File: src/rtl/dance_sequencer.sv
// dance_sequencer
//   Drives the 18-LED bank with one of four step patterns chosen by switches.
//   A prescaler divides Clock into step ticks. A request for a different mode
//   only takes effect when the running pattern comes back to its start state,
//   so a pattern never tears. The restart switch loads the requested mode at once.
//
// Ports
//   Clock       : system clock, rising edge
//   Resetn      : asynchronous active-low reset
//   SW[1:0]     : requested mode (00 LEFT, 01 RIGHT, 10 BOUNCE, 11 INVERT)
//   SW[3:2]     : speed, step period = DIV_BASE << (3 - SW[3:2])
//   SW[4]       : run enable
//   SW[5]       : restart (level)
//   SW[17:6]    : unused
//   led         : registered LED pattern
//   mode        : registered active mode
//   step        : one-cycle pulse, coincident with each led update
//   cycle_done  : one-cycle pulse when the pattern returns to its start state
module dance_sequencer #(
    parameter int N_LED    = 18,
    parameter int DIV_BASE = 6250000,
    parameter int CNT_W    = 26
) (
    input  logic             Clock,
    input  logic             Resetn,
    input  logic [17:0]      SW,
    output logic [N_LED-1:0] led,
    output logic [1:0]       mode,
    output logic             step,
    output logic             cycle_done
);
    localparam int               POS_W    = $clog2(N_LED);
    localparam logic [POS_W-1:0] POS_LAST = POS_W'(N_LED - 1);

    typedef enum logic [1:0] {
        M_LEFT   = 2'b00,
        M_RIGHT  = 2'b01,
        M_BOUNCE = 2'b10,
        M_INVERT = 2'b11
    } mode_t;

    typedef enum logic {DIR_UP = 1'b0, DIR_DOWN = 1'b1} dir_t;
    typedef enum logic {PH_A = 1'b0, PH_B = 1'b1} phase_t;

    // State registers
    logic [CNT_W-1:0] cnt_q, cnt_d;
    mode_t            mode_q, mode_d;
    logic [POS_W-1:0] pos_q, pos_d;
    dir_t             dir_q, dir_d;
    phase_t           phase_q, phase_d;
    logic [N_LED-1:0] led_q, led_d;
    logic             step_q, step_d;
    logic             done_q, done_d;

    // INVERT patterns: phase A lights even LEDs, phase B odd LEDs
    logic [N_LED-1:0] pat_a;
    logic [N_LED-1:0] pat_b;
    for (genvar gi = 0; gi < N_LED; gi++) begin : g_pat
        assign pat_a[gi] = ((gi % 2) == 0);
        assign pat_b[gi] = ((gi % 2) == 1);
    end

    logic unused_sw;
    assign unused_sw = ^SW[17:6];

    // Step period minus one, re-evaluated every cycle from the speed switches
    logic [1:0]       shift_amt;
    logic [CNT_W-1:0] period_m1;
    assign shift_amt = 2'd3 - SW[3:2];
    assign period_m1 = (CNT_W'(DIV_BASE) << shift_amt) - CNT_W'(1);

    // Requested mode and its start position
    mode_t            req_mode;
    logic [POS_W-1:0] req_pos;
    assign req_mode = mode_t'(SW[1:0]);
    assign req_pos  = (req_mode == M_RIGHT) ? POS_LAST : '0;

    // Next pattern state if a step fires, and whether it is the start state
    logic [POS_W-1:0] adv_pos;
    dir_t             adv_dir;
    phase_t           adv_phase;
    logic             adv_at_start;

    always_comb begin
        adv_pos      = pos_q;
        adv_dir      = dir_q;
        adv_phase    = phase_q;
        adv_at_start = 1'b0;
        case (mode_q)
            M_LEFT: begin
                adv_pos      = (pos_q == POS_LAST) ? '0 : pos_q + POS_W'(1);
                adv_at_start = (adv_pos == '0);
            end
            M_RIGHT: begin
                adv_pos      = (pos_q == '0) ? POS_LAST : pos_q - POS_W'(1);
                adv_at_start = (adv_pos == POS_LAST);
            end
            M_BOUNCE: begin
                // Direction flips on arrival at an end, so each endpoint is shown once
                if (dir_q == DIR_UP) begin
                    adv_pos = pos_q + POS_W'(1);
                    if (adv_pos == POS_LAST) adv_dir = DIR_DOWN;
                end else begin
                    adv_pos = pos_q - POS_W'(1);
                    if (adv_pos == '0) adv_dir = DIR_UP;
                end
                adv_at_start = (adv_pos == '0) && (adv_dir == DIR_UP);
            end
            M_INVERT: begin
                adv_phase    = (phase_q == PH_A) ? PH_B : PH_A;
                adv_at_start = (adv_phase == PH_A);
            end
        endcase
    end

    // Next-state logic: restart beats stepping, disabled run freezes everything
    always_comb begin
        cnt_d   = cnt_q;
        mode_d  = mode_q;
        pos_d   = pos_q;
        dir_d   = dir_q;
        phase_d = phase_q;
        step_d  = 1'b0;
        done_d  = 1'b0;
        if (SW[5]) begin
            cnt_d   = '0;
            mode_d  = req_mode;
            pos_d   = req_pos;
            dir_d   = DIR_UP;
            phase_d = PH_A;
        end else if (SW[4]) begin
            // >= so that switching to a shorter period fires immediately
            if (cnt_q >= period_m1) begin
                cnt_d  = '0;
                step_d = 1'b1;
                done_d = adv_at_start;
                if (adv_at_start && (req_mode != mode_q)) begin
                    mode_d  = req_mode;
                    pos_d   = req_pos;
                    dir_d   = DIR_UP;
                    phase_d = PH_A;
                end else begin
                    pos_d   = adv_pos;
                    dir_d   = adv_dir;
                    phase_d = adv_phase;
                end
            end else begin
                cnt_d = cnt_q + CNT_W'(1);
            end
        end
    end

    // LED image is always rebuilt from the next state, so nothing stale survives
    always_comb begin
        if (mode_d == M_INVERT) begin
            led_d = (phase_d == PH_A) ? pat_a : pat_b;
        end else begin
            led_d = N_LED'(1) << pos_d;
        end
    end

    always_ff @(posedge Clock or negedge Resetn) begin
        if (!Resetn) begin
            cnt_q   <= '0;
            mode_q  <= M_LEFT;
            pos_q   <= '0;
            dir_q   <= DIR_UP;
            phase_q <= PH_A;
            led_q   <= N_LED'(1);
            step_q  <= 1'b0;
            done_q  <= 1'b0;
        end else begin
            cnt_q   <= cnt_d;
            mode_q  <= mode_d;
            pos_q   <= pos_d;
            dir_q   <= dir_d;
            phase_q <= phase_d;
            led_q   <= led_d;
            step_q  <= step_d;
            done_q  <= done_d;
        end
    end

    assign led        = led_q;
    assign mode       = mode_q;
    assign step       = step_q;
    assign cycle_done = done_q;

endmodule

File: config.mk
export PLATFORM = sky130hd
export DESIGN_NAME = dance_sequencer
export DESIGN_NICKNAME = d
export VERILOG_FILES = /design/src/rtl/dance_sequencer.sv
export SDC_FILE = /design/constraint.sdc
export NUM_CORES = 1
export LEC_CHECK = 0
export BUFFER_PORTS_ARGS = -buffer_cell sky130_fd_sc_hd__buf_4
export CORE_ASPECT_RATIO = 1.2
export CORE_UTILIZATION = 53
export DETAILED_ROUTE_END_ITERATION = 7
export GPL_TIMING_DRIVEN = 0
export MAX_ROUTING_LAYER = met4
export PLACE_DENSITY_LB_ADDON = 0.1
export SLEW_MARGIN = 30
export SYNTH_ARGS = -nofsm -noshare
export SYNTH_HDL_FRONTEND = slang
export SYNTH_SLANG_ARGS = --single-unit
File: constraint.sdc
create_clock -name Clock -period 3.2 [get_ports Clock]
set_input_delay 0.16 -clock Clock [delete_from_list [all_inputs] [get_ports Clock]]
set_output_delay 0.16 -clock Clock [all_outputs]
set_load 0.02 [all_outputs]
### Yosys cells after proc, flatten, opt, wreduce, memory -nomap -nowiden

Cells that the tools add are included.

| storage, ports and cells | value |
|---|---|
| register bits after elaboration | 55 |
| bits in latches | 0 |
| bits in writable memories | 0 |
| bits in read-only memories | 0 |
| input bits | 20 |
| word-level logic and storage cells | 78 |
| memories | 0 |

| operators by class | value |
|---|---|
| add/subtract/negate cells | 5 |
| multipliers | 0 |
| div/mod/pow operators | 0 |
| order comparisons | 1 |
| eq/ne operators | 9 |
| shifts and indexed selects | 2 |
| mux-type cells | 41 |
| bitwise logic cells | 1 |
| reduce and logical (&&, ||, !) cells | 11 |

Operators with widths:

| operator | count |
|---|---|
| $mux 26 | 3 |
| $mux 5 | 9 |
| $mux 18 | 2 |
| $add 26x1->26 const B | 1 |
| $ge 26x26->1 | 1 |
| $shl 23x2->26 const A | 1 |
| $sub 26x2->26 const B | 1 |
| $mux 1 | 21 |
| $logic_not 5->1 | 4 |
| $shl 1x5->18 const A | 1 |
| $eq 5x5->1 const B | 3 |
| $pmux 5 s3 | 1 |
| $mux 2 | 4 |
| $eq 2x2->1 const B | 3 |
| $add 5x1->5 const B | 1 |
| $sub 5x1->5 const B | 1 |
| $eq 2x1->1 const B | 2 |
| $pmux 1 s4 | 1 |
| $reduce_bool 2->1 | 2 |
| $reduce_and 3->1 | 1 |
| $reduce_bool 3->1 | 1 |
| $logic_and 1x1->1 | 2 |
| $logic_not 2->1 | 1 |
| $ne 2x2->1 | 1 |
| 2 further kinds | 2 |

### Depth between registers and ports, before layout

Gate-level depths: netlist of run 1.

| logic depth | value |
|---|---|
| depth in word-level cells | 15 |
| depth in mapped cells | 16 |

### Worst setup path after synthesis of run 1

Ideal clock, no wire load.

| timing path | value |
|---|---|
| path kind | input-to-reg |
| start point | in SW[3] |
| end point | reg led_q[4] (netlist: led[4]) |
| setup time | 96 ps |
| arrival | 3,177 ps |
| required time | 3,104 ps |
| slack | -74 ps |
| stages on the path | 15 |
| path buffers | 1 |
| cells stage by stage | inv_1 -> nor2_1 -> inv_1 -> ha_1 -> ha_1 -> a2111oi_0 -> o21ai_1 -> a221oi_2 -> a2bb2oi_2 -> nand3_1 -> o21ai_1 -> mux2_2 -> or2_2 -> buf_2 -> o31ai_1 |

| between the ends | value |
|---|---|
| longest elaborated chain between the ends | 9 |
| elaborated cells on any way between the ends | 17 |
| classes of those cells | 2 x add/sub; 1 x order compare; 1 x eq/ne; 2 x shift; 11 x mux |

RTL lines:

| element | line | text |
|---|---|---|
| start, declared | 26 | `input logic [17:0] SW,` |
| $sub 2x2->2 (*) | 69 | `assign shift_amt = 2'd3 - SW[3:2];` |
| $shl 23x2->26 (*) | 70 | `assign period_m1 = (CNT_W'(DIV_BASE) << shift_amt) - CNT_W'(1);` |
| $sub 26x2->26 (*) | 70 |  |
| $ge 26x26->1 (*) | 133 | `if (cnt_q >= period_m1) begin` |
| $mux 2 (tied with other cells) | 133 |  |
| $mux 2 (tied with other cells) | 131 | `end else if (SW[4]) begin` |
| $mux 2 (tied with other cells) | 125 | `if (SW[5]) begin` |
| $eq 2x2->1 (tied with other cells) | 155 | `if (mode_d == M_INVERT) begin` |
| $mux 18 (*) | 155 |  |
| via led_d[4] | 51 | `logic [N_LED-1:0] led_q, led_d;` |
| end signal, assigned | 178 | `led_q <= led_d;` |
| end, declared | 51 |  |

The timed path passes the listed nets; every way through them passes the cells marked *.
A chain may end at the register's enable or synchronous reset.

### Final worst setup path of run 1

| timing path | value |
|---|---|
| start point | reg pos_q[0] |
| end point | reg led_q[8] (netlist: led[8]) |

| between the ends | value |
|---|---|
| longest elaborated chain between the ends | 15 |
| elaborated cells on any way between the ends | 38 |
| classes of those cells | 2 x add/sub; 4 x eq/ne; 1 x shift; 24 x mux; 1 x bitwise; 6 x reduce/logical |

RTL lines:

| element | line | text |
|---|---|---|
| start, declared | 48 | `logic [POS_W-1:0] pos_q, pos_d;` |
| start signal, assigned | 175 | `pos_q <= pos_d;` |
| $add 5x1->5 / $sub 5x1->5 (equally long branches) | -- |  |
| $eq 5x5->1 / $logic_not 5->1 (equally long branches) | 102, 105 |  |
| $mux 1 (on tied branches) | 102, 105 |  |
| $mux 1 | 100 | `if (dir_q == DIR_UP) begin` |
| $mux 1 | 89 | `case (mode_q)` |
| $not 1->1 | 107 | `adv_at_start = (adv_pos == '0) && (adv_dir == DIR_UP);` |
| $logic_and 1x1->1 | 107 |  |
| $pmux 1 s4 | 89 |  |
| $logic_and 1x1->1 | 137 | `if (adv_at_start && (req_mode != mode_q)) begin` |
| $mux 5 (*) | 137 |  |
| $mux 5 (*) | 133 |  |
| $mux 5 (*) | 131 |  |
| $mux 5 (*) | 125 |  |
| via pos_d[1] | 48 |  |
| $shl 1x5->18 (*) | 158 | `led_d = N_LED'(1) << pos_d;` |
| $mux 18 (*) | 155 |  |
| via led_d[8] | 51 |  |

The timed path passes the listed nets; every way through them passes the cells marked *. The select of a mux whose other input is x is not followed.

==> metrics.yaml, run 1 <==
outcome: "finished clean"
pre_cts_slack_ns: -0.660
drt_pass1_iterations: 5
regArea_um2: 1380
p_leak_nw: 2.16
final_util_pct: 68.0
start_util_pct: 54.8
ant_nets: 0
die_w_um: 78.6
avgSynthCellArea_um2: 9.38
drive_above_1_share_pct: 28.9
synth.most_common_cell: "dfrtp_1"
p_clk_share_pct: 24.8
routed_wl_mm: 9.28
n_antenna_cell: 0
synth_area_leaders: "dfrtp_1, ha_1, xor2_1"
core_um2: 6810
crit_required_ns: 3.42
clkSinkCount: 55
yosys_warnings: 0
layout.cells.non_filler: 548
syn_area_um2: 3730
synth_top_area_share_pct: 36.2
post-route-period-util_pct: 99.3
synth_top_area_cell: "dfrtp_1"
path_class: "reg -> reg"
fillers: 556
routedWlPerCell_um: 16.9
drt_iter0_markers: 169
fin_crit_ns: 3.18
p_switching_w: 0.000603
p_seq_share_pct: 43.6
die_area_um2: 7380
crit_arrival_ns: 3.40
grt_pass1_wl_mm: 14.6
r2r_end: "led[8]"
dp_hpwl_mm: 6.27
end_kind: "flip-flop"
clock_path_buffers: 2
worstMarginPinSlew_ns: 0.693
final_area_um2: 4630
grt_pass1_vias: 3124
ys_top_cells_by_count: "dfrtp_1, nand2_1, nor2_1"
syn_inst: 398
clkTransAtPathRegs_ns: 0.11
port_buffers: 29
grt_max_degree: 56
async_flop_share_pct: 100
remaining_drc_errors: 0
multi_input_area_um2: 2410
synth_edf_count: 0
die_y_um: 93.9
fin_ws_ns: 0.0208
p_sw_share_pct: 34.7
r2r_cells: 13
relSlewSlack_pct: 53.7
place_congestion: 0.950
ys_seq_area_share_pct: 36.9
critPathLaunchType: "flip-flop"
yosysUniqueCellTypes: 67
antenna_found_initial: 0
reg2reg_slack_ns: 0.02
pwr-share-comb_pct: 31.6
p_per_area_nw_per_um2: 375
dpl_cell_area_um2: 4080
cap_viol_max_count: 0
synthFlopType: "dfrtp_1"
cts_buffers: 5
placed_cells: 515
setup_viol: 0
ir_worst_vdd_mv: 0.311
fmax_mhz: 315
cts_max_level: 2
drv_slew: 0
hold_viol_final: 0
rsz0062_at_grt: "yes"
crit_path_max_fanout: 6
nets: 507
synth-seq-cells: 55
gr-total-overflow: 0
tritoncts: "done"
clockRootBuffer: "clkbuf_8"
clk_latency_ns: 0.32
r2r_start: "pos_q[0]"
crit_start: "pos_q[0]"
num_io_pins: 42
hold_depth: 2
min_path_type: "in -> reg"
area_growth_pct: 24.1
viasPerCell: 5.99
num_rows: 33
grtUsageTotal_pct: 25.8
finClkSkew_ns: 0.00743
vias: 3284
critPathCapture: "led[8]"
p_int_w: 0.00114
## critical path: stages, from the launching register on
cell	delay, ns
dfrtp_1	0.39
buf_6	0.14
clkinvlp_4	0.13
ha_4	0.21
mux2i_1	0.17
xnor2_1	0.13
nor4_2	0.45
nand4bb_4	0.20
a21oi_4	0.24
buf_6	0.16
nor4_2	0.04
a311o_1	0.36
buf_6	0.15
o41ai_2	0.30
## cells in the final DEF, fill, tap and decap left out, drive strengths merged, types with 11 or more instances in the layout
| master | synthesis | final |
|---|---|---|
| xor2 | 19 | 19 |
| nand3 | 18 | 18 |
| ha | 27 | 27 |
| o21ai | 24 | 24 |
| buf | 12 | 67 |
| o31ai | 11 | 11 |
| inv | 21 | 21 |
| nor2 | 33 | 33 |
| dfrtp | 54 | 54 |
| nand2 | 36 | 36 |
| a21oi | 20 | 20 |
## area by class of cell
class / instances / area share, %
multi-input cells: 304 / 52.0
clock inverters: 3 / 0.729
clock buffers: 5 / 1.49
plain buffers: 17 / 2.62
repair buffers: 56 / 9.16
well taps: 87 / 2.35
inverters: 21 / 1.89
flip-flops and latches: 55 / 29.7
## flip-flops by register name, indices dropped and copies added (netlist names)
| name | cells |
|---|---|
| pos_q | 5 |
| cnt_q | 26 |
| cycle_done | 1 |
| led | 18 |
| mode | 2 |
| dir_q | 1 |
| phase_q | 1 |
| step | 1 |
## power groups by stage
stage | sequential [W] | clock, W | combinational (W)
6_report | 0.000758 | 0.000430 | 0.000550
5_1_grt | 0.000763 | 0.000475 | 0.000586
4_1_cts | 0.000758 | 0.000442 | 0.000491
3_5_place_dp | 0.000771 | 0 | 0.000445
3_3_place_gp | 0.000772 | 0 | 0.000440
2_1_floorplan | 0.000816 | 0 | 0.000250
## routing by layer
| layer | up-vias | track usage [%] | share of wire (%) |
|---|---|---|---|
| met5 | - | - | 0 |
| met4 | 0 | 9.41 | 3.4 |
| met3 | 27 | 3.01 | 2.7 |
| met2 | 71 | 45.3 | 52 |
| met1 | 1622 | 30.3 | 42 |
| li1 | 1564 | - | - |
## how the worst min path moves through the flow
stage,from,endpoint
6_report,SW[1],mode[1]
5_1_grt,SW[0],mode[0]
4_1_cts,SW[0],mode[0]
3_5_place_dp,Resetn,cnt_q[8]
3_3_place_gp,Resetn,cnt_q[9]
2_1_floorplan,Resetn,cnt_q[0]
## cells by family (layout without fill, tap and decap cells)
| logic type | after synthesis | after routing | share of synthesized area, % |
|---|---|---|---|
| AOI/OAI and AO/OA | 91 | 91 | 18.2 |
| xor gates and xnor gates | 28 | 28 | 6.57 |
| adders and majority gates | 27 | 27 | 9.05 |
| buffers and inverters | 40 | 102 | 5.13 |
| DFF | 55 | 55 | 36.9 |
| muxes | 4 | 4 | 1.17 |
| other | 1 | 2 | 0.100 |
| and+or+nand+nor | 152 | 152 | 22.9 |
## repair_timing
action                     in CTS  in global routing
pin swaps                      10                 13
gates cloned                    0                  2
buffers inserted               13                 12
hold buffers                    1                  0
hold endpoints to repair       54                  0
resized for setup              24                 28
setup endpoints to repair      19                 18
## through the flow
step / total power (W) / setup TNS [ns] / hold slack [ns]
after global routing: 0.00182 / -1.18 / 0.120
after CTS: 0.00169 / -0.0102 / 0.116
after detailed placement: 0.00122 / -11.43 / 0.252
after floorplan: 0.00107 / 0 / -0.136
final: 0.00174 / 0 / 0.126
after global placement: 0.00121 / -10.37 / 0.248
Note: power is estimated with default switching activity, not from simulation.
==> inputs of run 2 (changes only) <==
Settings changed: CORE_UTILIZATION 53 to 59, RECOVER_POWER set to 25.
Clock period 3.2 ns to 3.3 ns, I/O delays scaled along.
==> metrics.yaml, run 2 (synthesized netlist as in run 1, its figures left out) <==
crit_arrival_ns: 3.41  # was 3.40 ns
fin_ws_ns: 0.109  # was 0.0208 ns
pre_cts_slack_ns: -0.688  # was -0.660 ns
num_io_pins: 42  # unchanged
nets: 505  # was 507
hold_viol_final: 0  # unchanged
num_rows: 31  # was 33
final_area_um2: 4590  # was 4630 um2
place_congestion: 0.940  # was 0.950
critPathMostFrequentCell: "buf_6"  # unchanged
critPathCapture: "led[1]"  # was led[8]
vias: 3250  # was 3284
crit_path_max_fanout: 10  # was 6
largest_register_ffs: 26  # unchanged
port_buffers: 29  # unchanged
cap_viol_max_count: 0  # unchanged
cts_buffers: 5  # unchanged
relSlewSlack_pct: 9.80  # was 53.7%
drive_above_1_share_pct: 28.3  # was 28.9%
p_total_w: 0.00166  # was 0.00174 W
end_kind: "flip-flop"  # unchanged
area_growth_pct: 23.1  # was 24.1%
r2r_end: "led[1]"  # was led[8]
crit_chain: "buf_6 > clkinvlp_4 > ha_4 > xor2_1 > o41ai_2 > o41ai_2 > nand4bb_4 > a21oi_4 > buf_6 > nor4_1 > a311o_1 > buf_6 > o41ai_4"  # was buf_6 > clkinvlp_4 > ha_4 > mux2i_1 > xnor2_1 > nor4_2 > nand4bb_4 > a21oi_4 > buf_6 > nor4_2 > a311o_1 > buf_6 > o41ai_2
path_delay_family: "compound AO/OA/AOI/OAI gates"  # unchanged
drt_iter0_markers: 159  # was 169
fin_crit_ns: 3.19  # was 3.18 ns
clkSinkCount: 55  # unchanged
layout_common_cells: "dfrtp_1, buf_4, nand2_1"  # was buf_4, dfrtp_1, nand2_1
met2_length_mm: 4.74  # was 4.85 mm
n_antenna_cell: 0  # unchanged
min_path_type: "in -> reg"  # unchanged
reg2reg_slack_ns: 0.11  # was 0.02 ns
path_class: "reg -> reg"  # unchanged
drv_slew: 0  # unchanged
setup_viol: 0  # unchanged
r2r_start: "pos_q[1]"  # was pos_q[0]
final_util_pct: 75.4  # was 68.0%
p_leak_nw: 2.13  # was 2.16 nW
die_area_um2: 6650  # was 7380 um2
fmax_mhz: 313  # was 315 MHz
antenna_found_initial: 0  # unchanged
worstMarginPinSlew_ns: 1.35  # was 0.693 ns
start_util_pct: 61.3  # was 54.8%
core_um2: 6090  # was 6810 um2
wl_met1_mm: 3.77  # was 3.86 mm
routedWlPerCell_um: 16.7  # was 16.9 um
remaining_drc_errors: 0  # unchanged
gr-total-overflow: 0  # unchanged
post-route-period-util_pct: 96.7  # was 99.3%
finClkSkew_ns: 0.00442  # was 0.00743 ns
finalSetupTns_ns: 0  # unchanged
clock_path_buffers: 2  # unchanged
critPathLaunchType: "flip-flop"  # unchanged
outcome: "finished clean"  # unchanged
ir_worst_vdd_mv: 0.284  # was 0.311 mV
crit_required_ns: 3.52  # was 3.42 ns
cp_num_cells: 13  # unchanged
cts_max_level: 2  # unchanged
grt_pass1_vias: 2961  # was 3124
cpMaxStageDelayCell: "dfrtp_1"  # was nor4_2
grtUsageTotal_pct: 28.4  # was 25.8%
clkTransAtPathRegs_ns: 0.11  # about the same
viasPerCell: 6.01  # was 5.99
r2r_cells: 13  # unchanged
clockRootBuffer: "clkbuf_8"  # unchanged
final_common_cell: "dfrtp_1"  # was buf_4
ant_nets: 0  # unchanged
met3_length_um: 279  # was 250 um
fillers: 433  # was 556
top_register: "cnt_q"  # unchanged
drt_pass1_iterations: 4  # was 5
crit_start: "pos_q[1]"  # was pos_q[0]
tritoncts: "done"  # unchanged
path_buf_inv: 4  # unchanged
die_y_um: 89.1  # was 93.9 um
clk_latency_ns: 0.32  # about the same
dpl_cell_area_um2: 4060  # was 4080 um2
routed_wl_mm: 9.01  # was 9.28 mm
die_w_um: 74.6  # was 78.6 um
critPathMaxStageDelay_ns: 0.38  # was 0.45 ns
dp_hpwl_mm: 6.19  # was 6.27 mm
p_per_area_nw_per_um2: 361  # was 375 nW/um2
grt_max_degree: 56  # unchanged
grt_pass1_wl_mm: 13.9  # was 14.6 mm
routed.top_layer: "met4"  # unchanged
[run 2: cell count changes in the layout (fill, tap and decap cells not counted), moves of 2 or more]
cell        change
o41ai_2         -2
clkinvlp_4      +2
buf_4           -3
ha_2            -2
o41ai_4         +2
[run 2: timing repair]
action,in CTS,in global routing
buffers inserted,3,22
resized for setup,20,27
hold buffers,1,0
pin swaps,7,12
endpoints found under the hold margin,54,0
endpoints found under the setup margin,19,18
[run 2: cell type report]
| class | instances | area (um2) | share of cell area (%) |
|---|---|---|---|
| multi-input cells | 304 | 2380 | 51.9 |
| flip-flops and latches | 55 | 1380 | 30.0 |
| repair buffers | 55 | 417 | 9.07 |
| plain buffers | 16 | 118 | 2.56 |
| well taps | 82 | 103 | 2.23 |
| inverters | 21 | 92.6 | 2.02 |
| clock buffers | 5 | 68.8 | 1.50 |
| clock inverters | 3 | 33.8 | 0.735 |
[run 2: per-stage QoR]
step           hold WS (ns)  cells
2_1_floorplan        -0.131    399
3_3_place_gp          0.245    510
3_5_place_dp          0.257    510
4_1_cts               0.118    520
5_1_grt               0.127    541
6_report              0.129    541
[run 2: worst min-delay path by stage]
stage                start        end  slack (ns)  cells past startpoint
floorplan           Resetn   cnt_q[0]       -0.13                      0
global placement    Resetn  cnt_q[24]        0.25                      1
detailed placement  Resetn  cnt_q[24]        0.26                      1
CTS                  SW[1]    mode[1]        0.12                      2
global route         SW[1]    mode[1]        0.13                      2
finish               SW[1]    mode[1]        0.13                      2
[run 2: metal layers]
layer | up-vias | global-route usage [%]
li1 | 1557 | -
met1 | 1593 | 34.2
met2 | 80 | 48.6
met3 | 20 | 3.16
met4 | 0 | 10.5
met5 | - | -
[run 2: where the power goes]
| group | total (W) | leakage (nW) | switching, W | internal [W] |
|---|---|---|---|---|
| Combinational | 0.000509 | 1.33 | 0.000296 | 0.000213 |
| Sequential | 0.000735 | 0.747 | 0.0000201 | 0.000715 |
| Clock | 0.000413 | 0.0515 | 0.000253 | 0.000160 |
| Total | 0.00166 | 2.13 | 0.000569 | 0.00109 |
